`config.mk`:
```
export PLATFORM = sky130hd
export DESIGN_NAME = puzzle_scheduler
export DESIGN_NICKNAME = d
export VERILOG_FILES = /design/src/rtl/puzzle_scheduler.sv
export SDC_FILE = /design/constraint.sdc
export NUM_CORES = 1
export LEC_CHECK = 0
export ABC_AREA = 0
export BUFFER_PORTS_ARGS = -buffer_cell sky130_fd_sc_hd__buf_2
export CORE_MARGIN = 2
export CORE_UTILIZATION = 53
export CTS_CLUSTER_SIZE = 10
export DETAILED_ROUTE_END_ITERATION = 8
export GPL_TIMING_DRIVEN = 0
export PLACE_DENSITY = 0.76
export SLEW_MARGIN = 10
export SYNTH_ARGS = -nofsm -noshare
export SYNTH_HDL_FRONTEND = slang
export SYNTH_SLANG_ARGS = --single-unit
export TNS_END_PERCENT = 5
```
`constraint.sdc`:
```
create_clock -name Clock -period 2.3 [get_ports Clock]
set_input_delay 0 -clock Clock [delete_from_list [all_inputs] [get_ports Clock]]
set_output_delay 0 -clock Clock [all_outputs]
set_load 0.03 [all_outputs]
```
`src/rtl/puzzle_scheduler.sv`:
```
// Alarm puzzle scheduler: on an alarm, hands puzzles round-robin to three
// equation blocks, times each one out, and dismisses the alarm after
// REQUIRED_SOLVES consecutive correct answers.
module puzzle_scheduler #(
    parameter int unsigned REQUIRED_SOLVES = 3,
    parameter int unsigned TIMEOUT_SEC     = 30
) (
    input  logic       Clock,
    input  logic       Reset,
    input  logic       alarm_trigger,
    input  logic       sec_tick,
    input  logic [2:0] eq_done,
    input  logic [2:0] eq_correct,
    output logic [2:0] eq_start,
    output logic [2:0] eq_abort,
    output logic [6:0] ongoing_timer,
    output logic [2:0] solved_count,
    output logic       alarm_on,
    output logic       dismissed
);

    localparam logic [2:0] SolveTarget = 3'(REQUIRED_SOLVES);
    localparam logic [6:0] TimeoutLoad = 7'(TIMEOUT_SEC);

    typedef enum logic [2:0] {
        StIdle,
        StSelect,
        StRun,
        StEval,
        StAbort,
        StDismiss
    } state_t;

    state_t     state;
    logic [1:0] ptr;
    logic [1:0] sel;
    logic       captured;

    logic [2:0] next_count;
    logic [1:0] ptr_next;

    function automatic logic [2:0] onehot(input logic [1:0] idx);
        return 3'b001 << idx;
    endfunction

    // Count after the current evaluation and the round-robin successor of ptr.
    always_comb begin
        next_count = captured ? solved_count + 3'd1 : 3'd0;
        ptr_next   = (ptr == 2'd2) ? 2'd0 : ptr + 2'd1;
    end

    // Scheduler FSM; every output is a register updated alongside the state.
    always_ff @(posedge Clock) begin
        if (Reset) begin
            state         <= StIdle;
            ptr           <= 2'd0;
            sel           <= 2'd0;
            captured      <= 1'b0;
            eq_start      <= 3'b000;
            eq_abort      <= 3'b000;
            ongoing_timer <= 7'd0;
            solved_count  <= 3'd0;
            alarm_on      <= 1'b0;
            dismissed     <= 1'b0;
        end else begin
            unique case (state)
                StIdle: begin
                    if (alarm_trigger) begin
                        alarm_on <= 1'b1;
                        state    <= StSelect;
                    end
                end
                StSelect: begin
                    ongoing_timer <= TimeoutLoad;
                    sel           <= ptr;
                    eq_start      <= onehot(ptr);
                    state         <= StRun;
                end
                StRun: begin
                    if (sec_tick && ongoing_timer != 7'd0) begin
                        ongoing_timer <= ongoing_timer - 7'd1;
                    end
                    // A finished answer beats an expired timer.
                    if (eq_done[sel]) begin
                        captured <= eq_correct[sel];
                        eq_start <= 3'b000;
                        state    <= StEval;
                    end else if (ongoing_timer == 7'd0) begin
                        eq_start <= 3'b000;
                        eq_abort <= onehot(sel);
                        state    <= StAbort;
                    end
                end
                StAbort: begin
                    eq_abort     <= 3'b000;
                    solved_count <= 3'd0;
                    ptr          <= ptr_next;
                    state        <= StSelect;
                end
                StEval: begin
                    solved_count <= next_count;
                    ptr          <= ptr_next;
                    if (next_count == SolveTarget) begin
                        dismissed <= 1'b1;
                        state     <= StDismiss;
                    end else begin
                        state <= StSelect;
                    end
                end
                StDismiss: begin
                    dismissed     <= 1'b0;
                    alarm_on      <= 1'b0;
                    solved_count  <= 3'd0;
                    ongoing_timer <= 7'd0;
                    state         <= StIdle;
                end
                default: state <= StIdle;
            endcase
        end
    end

endmodule
```
==> results of run 1 <==
[final timing paths]
check	slack, ns	depth (start not counted)	start	endpoint
worst min-delay path	0.03	3	sec_tick	ongoing_timer[4]
worst max-delay path	0.46	7	ongoing_timer[0]	ongoing_timer[2]
worst min register to register	0.46	2	dismissed	dismissed
worst max register to register	0.46	7	ongoing_timer[0]	ongoing_timer[2]
[what timing repair did]
item / CTS / global route
endpoints found under the hold margin: 2 / 0
hold buffers: 1 / 0
endpoints found under the setup margin: 0 / 0
[sequential cells by signal, indices dropped and copies added (netlist names)]
register and flops:
ongoing_timer 7, eq_abort 3, eq_start 3, solved_count 3
state 3, ptr 2, sel 2, alarm_on 1
captured 1, dismissed 1
[critical path, delay by kind of cell (launching register included)]
| kind | cells | cell delay (ns) |
|---|---|---|
| and+or+nand+nor | 2 | 0.65 |
| AOI/OAI and AO/OA | 3 | 0.50 |
| DFF | 1 | 0.37 |
| adders and majority gates | 1 | 0.15 |
| buffers and inverters | 1 | 0.09 |
[per-layer routing]
layer | part of all wire (%) | global-route usage (%)
met5 | 0 | 0
met4 | 1.1 | 8.333
met3 | 4.7 | 3.005
met2 | 51 | 41.67
met1 | 43 | 29.38
[cell usage after synthesis, types with 2 or more instances]
library cell	n	area, µm²
a211oi_1	2	15.01
a21oi_1	20	100.1
a31oi_1	2	12.51
and2_1	2	12.51
buf_2	3	15.01
clkbuf_1	3	11.26
dfxtp_1	26	520.5
ha_1	3	37.54
inv_1	7	26.28
mux2i_1	6	60.06
nand2_1	19	71.32
nand2b_1	5	31.28
nand3_1	2	10.01
nand4_1	3	18.77
nor2_1	17	63.81
nor2b_1	2	12.51
nor3_1	6	30.03
nor3b_1	2	15.01
nor3b_2	2	25.02
o21ai_0	8	40.04
or3_1	2	12.51
xor2_1	2	17.52
[cell families (layout without fill, tap and decap cells)]
group,after synthesis,in the layout,synth area share [%]
and+or+nand+nor,70,70,28.07
AOI/OAI and AO/OA,45,45,21.19
DFF,26,26,38.17
buffers and inverters,14,46,4.128
muxes,6,6,4.404
adders and majority gates,3,3,2.753
xor gates and xnor gates,2,2,1.285
[power by group through the flow]
| stage | logic [µW] | clock network, µW | registers, µW |
|---|---|---|---|
| after global placement | 296 | 0 | 523 |
| after global routing | 339 | 253 | 521 |
| after floorplan | 182 | 0 | 566 |
| after detailed placement | 301 | 0 | 525 |
| final | 305 | 230 | 515 |
| after CTS | 304 | 239 | 515 |
[through the flow]
step                      hold WS [ns]  utilization (%)  std cells
after floorplan                 0.1909                -        166
after CTS                      0.01691            64.48        228
after global placement          0.3212            62.59        223
after global routing           0.03121            64.48        228
after detailed placement        0.3382            62.59        223
final                          0.03197            64.48        228
[layout make-up]
class	instances	area (µm²)	area share, %
multi-input combinational	126	787.0	49.72
tap	30	37.54	2.372
timing repair buffer	28	145.1	9.170
sequential	26	520.5	32.89
inverter	8	30.03	1.897
buffer	6	26.28	1.660
clock buffer	4	36.28	2.292
==> run summary, run 1 <==
CRITICAL PATH
------------------------------------------------------------------------------------------------------
Sort of element at the end of the critical path                                                   flop
Critical Path Source Type                                                                         flop
Peak per-stage delay on the critical path                                                      0.37 ns
Worst path arrival time                                                                        2.07 ns
Largest fanout of any net on the critical path                                                       5
Setup CP Type                                                                                  reg2reg
Cell breakdown of the critical path                                                       inv_1 -> ha_1 -> nor4b_4 -> a211oi_2 -> or2_2 -> o21a_1 -> o221a_2
Crit path required time                                                                        2.53 ns
Worst-path cell with the longest stage delay                                                   dfxtp_1

POWER AND IR DROP
------------------------------------------------------------------------------------------------------
Proportion of power drawn by combinational gates                                                 29.0%
Leakage power summed over all cells                                                       0.0006571 µW
Switch Pwr                                                                                    358.4 µW
Switching power as a share of total power                                                       34.15%
Power density over the cells                                                              663.1 mW/mm²
Total power draw                                                                               1050 µW
P_int                                                                                         691.1 µW
Worst ir drop on vdd                                                                         0.4892 mV
Power share of the sequential group                                                              49.1%
Clock share of power                                                                             21.9%

SYNTH
------------------------------------------------------------------------------------------------------
Syn avg cell area                                                                            8.216 µm²
Total of warnings raised by yosys                                                                    0
Most common flop cell mapped by yosys                                                          dfxtp_1
Synth Net Count                                                                                    179
Asr flop ratio synth                                                                                0%
Post-synthesis instance area                                                              0.001364 mm²
Count of flip-flops with a built-in enable after synthesis                                           0
Share of synthesized area occupied by flip-flops and latches                                    38.17%
Seq cells post-synth                                                                                26
Synth unique cells                                                                                  44
Count of mapped cells out of synthesis                                                             166

CLOCKING
------------------------------------------------------------------------------------------------------
Cell chosen for the clock root                                                                clkbuf_4
Total setup buffers inserted after CTS                                                               0
Maximum clock path buffer count                                                                      2
Number of buffers created by CTS                                                                     3
CTS tree                                                                                           yes
Clock transition at the register clock pins on the worst setup and hold paths after CTS        0.14 ns
TritonCTS Sinks                                                                                     26
Clock insertion delay at the later pin of the skew report                                      0.32 ns
Maximum level of the CTS H-tree                                                                      1
Gates resized, CTS repair                                                                            0

GLOBAL ROUTE
------------------------------------------------------------------------------------------------------
Global route total overflow                                                                          0
First-pass GRT wire length                                                                    5.202 mm
Overall fraction of global-route tracks in use                                                  23.73%
Number of antenna violations at the first check in global routing                                    0
Via count of the first global-routing pass                                                        1180
Pin count of the biggest net entering global routing                                                15

LAYOUT
------------------------------------------------------------------------------------------------------
Most frequent standard cell in the layout excluding fill and tap cells                           buf_2
Commonest non-fill, non-tap cells in the layout                                           buf_2, dfxtp_1, a21oi_1, nand2_1, nor2_1
Total non-filler cell area in the finished layout                                         0.001583 mm²
Number of nets in the final layout                                                                 212
Diodes inserted                                                                                      0
Share of post-route cells with drive strength above 1                                           21.72%
Area added between synthesis and finish                                                         16.06%
Fill cell count                                                                                    221

DRT
------------------------------------------------------------------------------------------------------
Number of design rule violations left after detail routing                                           0
Average detailed-routed wire length per instance                                              13.07 µm
Number of vias per cell                                                                          5.741
Starting DRC count in detailed routing                                                              32
Antenna viol nets, final                                                                             0
Vias after detailed routing                                                                       1309
Post-detailed-routing wire length                                                             2.980 mm
DR pass1 iterations                                                                                  4

STA
------------------------------------------------------------------------------------------------------
Count of final hold-check violations                                                                 0
Period utilisation layout                                                                       79.96%
Min setup slack post-route                                                                   0.4610 ns
Final min period                                                                              1.839 ns
Clock tree skew after final layout                                                         0.004692 ns
Worst-Margin Slew                                                                            0.4981 ns
Total negative slack for setup checks                                                             0 ns
Setup repair after global routing missed its margin                                                 no
Setup-violating endpoint count in the final report                                                   0
Number of pins with negative max-slew slack in the final report                                      0
Highest clock rate                                                                           543.8 MHz
Worst slew margin                                                                               66.49%

HOLD PATH
------------------------------------------------------------------------------------------------------
Path class of the lowest-slack min-delay path                                                   in2reg

FLOORPLANNING
------------------------------------------------------------------------------------------------------
Overall die height                                                                            54.73 µm
Initial core utilization                                                                        55.56%
Core Region                                                                               0.002455 mm²
Die area                                                                                  0.002995 mm²
Horizontal extent of the die                                                                  54.73 µm
Cell Rows                                                                                           18
Number of I/O pins                                                                                  28

STATUS
------------------------------------------------------------------------------------------------------
Result of the run                                                                            completed

PLACE
------------------------------------------------------------------------------------------------------
HPWL Detailed                                                                                 2.296 mm
Port buffer count                                                                                   27
Global placer's final weighted congestion                                                       0.8001
Dpl ws                                                                                       0.4806 ns
Dpl cell area                                                                             0.001536 mm²

JOB
------------------------------------------------------------------------------------------------------
Number of maximum-capacitance violations                                                             0

(Power assumes the default switching activity.)
==> run 2, diff against run 1 <==
- CORE_ASPECT_RATIO: default -> 0.5
- CORE_UTILIZATION: 53 -> 48
- PLACE_DENSITY: 0.76 -> 0.72
- clock period: 2.3 -> 1.6 ns (I/O delays scaled with it)
==> run 2 against run 1 <==
Effect of this change:
- the run now ends with negative setup slack left
- largest cell class unchanged
- via count up 3.6%
- maximum frequency rose by 11%
- global-route usage is 2.7 points lower
- setup slack got worse by 0.51 ns
- power grew 60%
- register-to-register slack worse by 0.51 ns
- clock skew barely moved
- sequential share of layout area is 2.5 points lower
- final cell count rose by 4.4%
- highest routed layer unchanged
- hold slack gained 0.0085 ns
- first-iteration DRC count rose by 110%
==> run summary, run 2 (synthesis results as in run 1) <==
FLOORPLANNING
------------------------------------------------------------------------------------------------------
Overall die height                                                                            41.69 µm
Core Region                                                                               0.002651 mm²
Horizontal extent of the die                                                                  79.38 µm
Cell Rows                                                                                           13
Die area                                                                                  0.003309 mm²
Number of I/O pins                                                                                  28
Initial core utilization                                                                        51.44%

DRT
------------------------------------------------------------------------------------------------------
Starting DRC count in detailed routing                                                              66
Antenna viol nets, final                                                                             0
Post-detailed-routing wire length                                                             3.335 mm
DR pass1 iterations                                                                                  4
Average detailed-routed wire length per instance                                              14.01 µm
Vias after detailed routing                                                                       1356
Number of vias per cell                                                                          5.697
Number of design rule violations left after detail routing                                           0

PLACE
------------------------------------------------------------------------------------------------------
Dpl cell area                                                                             0.001558 mm²
Port buffer count                                                                                   27
HPWL Detailed                                                                                 2.350 mm
Placed instance count                                                                              230
Global placer's final weighted congestion                                                       0.8792

LAYOUT
------------------------------------------------------------------------------------------------------
Post-route non-filler standard cell count                                                          238
Commonest non-fill, non-tap cells in the layout                                           buf_2, dfxtp_1, nand2_1, nor2_1, a21oi_1
Number of nets in the final layout                                                                 215
Flip-flop count of the largest register, all copies and words added                                  7
Area added between synthesis and finish                                                         28.17%
Total non-filler cell area in the finished layout                                         0.001748 mm²
Most frequent standard cell in the layout excluding fill and tap cells                           buf_2
Diodes inserted                                                                                      0
Share of post-route cells with drive strength above 1                                           32.34%
Register with the most flip-flops                                                         ongoing_timer

STA
------------------------------------------------------------------------------------------------------
Min setup slack post-route                                                                 -0.05007 ns
Clock tree skew after final layout                                                         0.004570 ns
Hold slack final                                                                            0.04051 ns
Worst-Margin Slew                                                                            0.6734 ns
Highest clock rate                                                                           606.0 MHz
Final min period                                                                              1.650 ns
Total negative slack for setup checks                                                      -0.05136 ns
Count of final hold-check violations                                                                 0
Setup repair after global routing missed its margin                                                yes
Period utilisation layout                                                                       103.1%
Setup-violating endpoint count in the final report                                                   2
Worst slew margin                                                                               54.69%
Number of pins with negative max-slew slack in the final report                                      0

CLOCKING
------------------------------------------------------------------------------------------------------
Clock insertion delay at the later pin of the skew report                                      0.27 ns
TritonCTS Sinks                                                                                     26
CTS tree                                                                                           yes
Clock transition at the register clock pins on the worst setup and hold paths after CTS        0.09 ns
Maximum clock path buffer count                                                                      2
Maximum level of the CTS H-tree                                                                      1
Cell chosen for the clock root                                                                clkbuf_8
Number of buffers created by CTS                                                                     3
Post-cts hold buffer count                                                                           0

CRITICAL PATH
------------------------------------------------------------------------------------------------------
Largest fanout of any net on the critical path                                                       4
Cell family with the largest share of critical-path delay                                 simple AND/OR/NAND/NOR gates
Critical Path Source Type                                                                         flop
Worst-path cell with the longest stage delay                                                   dfxtp_4
Sort of element at the end of the critical path                                                   flop
Peak per-stage delay on the critical path                                                      0.36 ns
Worst r2r src                                                                             ongoing_timer[0]
Worst path arrival time                                                                        1.82 ns
Critical path buffers and inverters                                                                  2
CP startpoint                                                                             ongoing_timer[0]
Number of cells traversed by the worst register-to-register path                                     8
Cell breakdown of the critical path                                                       inv_4 -> ha_4 -> nor4b_4 -> buf_4 -> a211oi_4 -> or2_4 -> o21a_1 -> o221a_2
Crit path required time                                                                        1.77 ns
Stages on worst setup path                                                                           8
Setup CP Type                                                                                  reg2reg

GLOBAL ROUTE
------------------------------------------------------------------------------------------------------
First-pass GRT wire length                                                                    5.499 mm
Global route total overflow                                                                          0
Pin count of the biggest net entering global routing                                                15
Via count of the first global-routing pass                                                        1190
Overall fraction of global-route tracks in use                                                  21.06%
Number of antenna violations at the first check in global routing                                    0

POWER AND IR DROP
------------------------------------------------------------------------------------------------------
Total power draw                                                                               1674 µW
Leakage power summed over all cells                                                       0.0006881 µW
Power density over the cells                                                              957.7 mW/mm²
Worst ir drop on vdd                                                                         0.5195 mV

HOLD PATH
------------------------------------------------------------------------------------------------------
WHS Path Cells                                                                                       3
Hold wc startpoint                                                                               Reset
Path class of the lowest-slack min-delay path                                                   in2reg

STATUS
------------------------------------------------------------------------------------------------------
Result of the run                                                                         complete, but fails checks
Violations in the final reports                                                           negative setup slack

JOB
------------------------------------------------------------------------------------------------------
Number of maximum-capacitance violations                                                             0

[run 2: power breakdown]
group	internal, µW	switching [µW]	leakage [µW]
logic	229	321	0.000451
registers	690	56.0	0.000214
clock network	178	200	0.0000228
total	1100	577	0.000688
[run 2: path summary, 6_finish.rpt]
kind	endpoint	slack [ns]
worst max register to register	ongoing_timer[2]	-0.05
worst min register to register	dismissed	0.45
worst min-delay path	eq_start[0]	0.04
worst max-delay path	ongoing_timer[2]	-0.05
[run 2: metal layers]
layer  wire [µm]  global-route usage, %
met1        1597                  30.86
met2        1415                  29.66
met3         308                  7.391
met4          14                  4.483
met5           0                      0
[run 2: layout make-up]
type                    instances  area, µm²
plain buffers                   6      31.28
clock buffers                   4      45.04
fillers                       233      903.4
inverters                       8      32.53
multi-input cells             126      895.9
flip-flops and latches         26      531.8
well taps                      37      46.29
repair buffers                 31      165.2
[run 2: worst register-to-register path, delay by kind of cell (launching register included)]
kind	cells	cell delay, ns
adders and majority gates	1	0.12
buffers and inverters	2	0.22
and+or+nand+nor	2	0.46
AOI/OAI and AO/OA	3	0.38
DFF	1	0.36
[run 2: timing repair]
action / 4_1_cts / 5_1_grt
buffers inserted: 4 / 0
hold endpoints to repair: 0 / 0
pin swaps: 4 / 7
resized for setup: 12 / 19
setup endpoints to repair: 14 / 16
[run 2: per-stage QoR]
stage / worst slack, ns / util (%)
after floorplan: -0.04930 / -
after detailed placement: -0.2119 / 58.75
after global routing: -0.1301 / 65.93
final: -0.05007 / 65.93
after global placement: -0.1967 / 58.75
after CTS: -0.08937 / 63.14
==> run 3, diff against run 2 <==
- CORE_MARGIN: 2 -> 3
==> run 3 against run 2 <==
Effect of this change:
- critical endpoint unchanged
- wire length is 5.3% lower
- combinational power is 7.6% lower
- register-to-register slack hardly changed
- clock skew is 0.0026 ns higher
- die area is 7.4% higher
- the flow still finishes with violations (negative setup slack)
- cell area is 3.4% lower
==> run summary, run 3 (synthesis results as in run 1) <==
STATUS
------------------------------------------------------------------------------------------------------
Result of the run                                                                         complete, but fails checks
Violations in the final reports                                                           negative setup slack

CRITICAL PATH
------------------------------------------------------------------------------------------------------
Crit path required time                                                                        1.77 ns
Setup slack, reg-to-reg                                                                       -0.06 ns
Largest fanout of any net on the critical path                                                       4
Worst path arrival time                                                                        1.84 ns
Number of cells traversed by the worst register-to-register path                                     4
Worst reg2reg endpoint                                                                    ongoing_timer[2]
Critical Path Source Type                                                                         flop
Worst r2r src                                                                                 state[0]
Sort of element at the end of the critical path                                                   flop
Setup CP Type                                                                                  reg2reg

DRT
------------------------------------------------------------------------------------------------------
Number of design rule violations left after detail routing                                           0
DR pass1 iterations                                                                                  4
Starting DRC count in detailed routing                                                              63
Number of vias per cell                                                                          5.534
Vias after detailed routing                                                                       1306
Antenna viol nets, final                                                                             0
Average detailed-routed wire length per instance                                              13.39 µm
Post-detailed-routing wire length                                                             3.159 mm

JOB
------------------------------------------------------------------------------------------------------
Number of maximum-capacitance violations                                                             0

HOLD PATH
------------------------------------------------------------------------------------------------------
WHS Path Cells                                                                                       4
Path class of the lowest-slack min-delay path                                                   in2reg
Hold path endpoint                                                                         eq_start[1]
Hold wc startpoint                                                                               Reset

GLOBAL ROUTE
------------------------------------------------------------------------------------------------------
First-pass GRT wire length                                                                    5.368 mm
Global route total overflow                                                                          0
Pin count of the biggest net entering global routing                                                15
Most congested layer reported by global routing                                                   met2
Via count of the first global-routing pass                                                        1181
Routing usage on met3                                                                           4.979%
GR Util met2                                                                                    29.29%
Fraction of met1 tracks used by global routing                                                  27.69%
Number of antenna violations at the first check in global routing                                    0
Overall fraction of global-route tracks in use                                                  19.16%

FLOORPLANNING
------------------------------------------------------------------------------------------------------
Die area                                                                                  0.003555 mm²
Initial core utilization                                                                        55.73%
Overall die height                                                                            43.69 µm
Horizontal extent of the die                                                                  81.38 µm
Core Region                                                                               0.002447 mm²
Cell Rows                                                                                           12
Number of I/O pins                                                                                  28

STA
------------------------------------------------------------------------------------------------------
Count of final hold-check violations                                                                 0
Clock tree skew after final layout                                                         0.007176 ns
Number of pins with negative max-slew slack in the final report                                      0
Highest clock rate                                                                           601.0 MHz
Min setup slack post-route                                                                 -0.06393 ns
Final min period                                                                              1.664 ns
Worst slew margin                                                                               54.77%
Worst-Margin Slew                                                                            0.6722 ns
Setup-violating endpoint count in the final report                                                   8
Setup repair after global routing missed its margin                                                yes
Period utilisation layout                                                                       104.0%

PLACE
------------------------------------------------------------------------------------------------------
Dpl ws                                                                                      -0.2250 ns
HPWL Detailed                                                                                 2.354 mm
Global placer's final weighted congestion                                                       0.8262
Placed instance count                                                                              228
Dpl cell area                                                                             0.001555 mm²
Port buffer count                                                                                   27

LAYOUT
------------------------------------------------------------------------------------------------------
Flip-flop count of the largest register, all copies and words added                                  7
Number of nets in the final layout                                                                 215
Register with the most flip-flops                                                         ongoing_timer
Share of post-route cells with drive strength above 1                                           28.86%
Total non-filler cell area in the finished layout                                         0.001688 mm²
Diodes inserted                                                                                      0
Commonest non-fill, non-tap cells in the layout                                           buf_2, dfxtp_1, nand2_1, a21oi_1, nor2_1
Area added between synthesis and finish                                                         23.76%
Post-route non-filler standard cell count                                                          236
Most frequent standard cell in the layout excluding fill and tap cells                           buf_2

CLOCKING
------------------------------------------------------------------------------------------------------
Number of buffers created by CTS                                                                     3
Maximum level of the CTS H-tree                                                                      1
Maximum clock path buffer count                                                                      2
Cell chosen for the clock root                                                                clkbuf_8
TritonCTS Sinks                                                                                     26
Post-cts hold buffer count                                                                           0
Clock insertion delay at the later pin of the skew report                                      0.27 ns
Clock transition at the register clock pins on the worst setup and hold paths after CTS        0.09 ns
CTS tree                                                                                           yes

POWER AND IR DROP
------------------------------------------------------------------------------------------------------
Leakage power summed over all cells                                                       0.0006767 µW
Power density over the cells                                                              963.2 mW/mm²
Worst ir drop on vdd                                                                         0.6615 mV
Total power draw                                                                               1626 µW

-- run 3: cell count changes in the layout (fill, tap and decap cells not counted), sizes merged --
cell | before | now
buf | 34 | 33
clkbuf | 7 | 8
-- run 3: cell type report --
cell class | instances | area [µm²]
buffer | 6 | 28.78
clock buffer | 4 | 45.04
fill | 217 | 759.5
inverter | 8 | 32.53
multi-input combinational | 126 | 845.8
sequential | 26 | 526.8
tap | 35 | 43.79
timing repair buffer | 31 | 165.2
-- run 3: worst max path at each step --
stage / start / to / slack (ns) / cells past startpoint
global placement: ongoing_timer[0] / eq_abort[1] / -0.20 / 7
global route: ongoing_timer[1] / ongoing_timer[6] / -0.18 / 9
CTS: ongoing_timer[0] / ongoing_timer[6] / -0.08 / 9
floorplan: ongoing_timer[0] / ongoing_timer[2] / -0.05 / 7
finish: state[0] / ongoing_timer[2] / -0.06 / 4
detailed placement: ongoing_timer[0] / eq_abort[2] / -0.22 / 7
-- run 3: report_power, final --
part,total [µW],leakage (µW),internal (µW),switching (µW)
Combinational,508,0.000441,202,306
Sequential,740,0.000213,690,50.0
Clock,378,0.0000228,178,200
-- run 3: critical path, stage by stage, from the launching register on --
cell,delay (ns)
dfxtp_1,0.37
or3b_4,0.45
a211oi_4,0.28
a21oi_1,0.14
o221a_2,0.33
-- run 3: per-layer routing --
metal	wire, µm	part of all wire [%]	vias to the layer above
li1	-	-	666
met1	1601	51	609
met2	1362	43	29
met3	181	5.7	2
met4	14	0.44	0
met5	0	0	-
-- run 3: through the flow --
stage | hold WS [ns] | utilization [%] | TNS, ns
floorplan | 0.1909 | - | -0.1138
global placement | 0.3280 | 63.55 | -1.229
detailed placement | 0.3210 | 63.55 | -1.540
CTS | 0.04167 | 67.94 | -0.4311
global route | 0.08065 | 68.97 | -1.711
finish | 0.04150 | 68.97 | -0.3093
-- run 3: what timing repair did --
action	in CTS	in global routing
pin swaps	5	2
hold endpoints to repair	0	0
resized for setup	9	8
buffers inserted	4	0
endpoints found under the setup margin	14	16
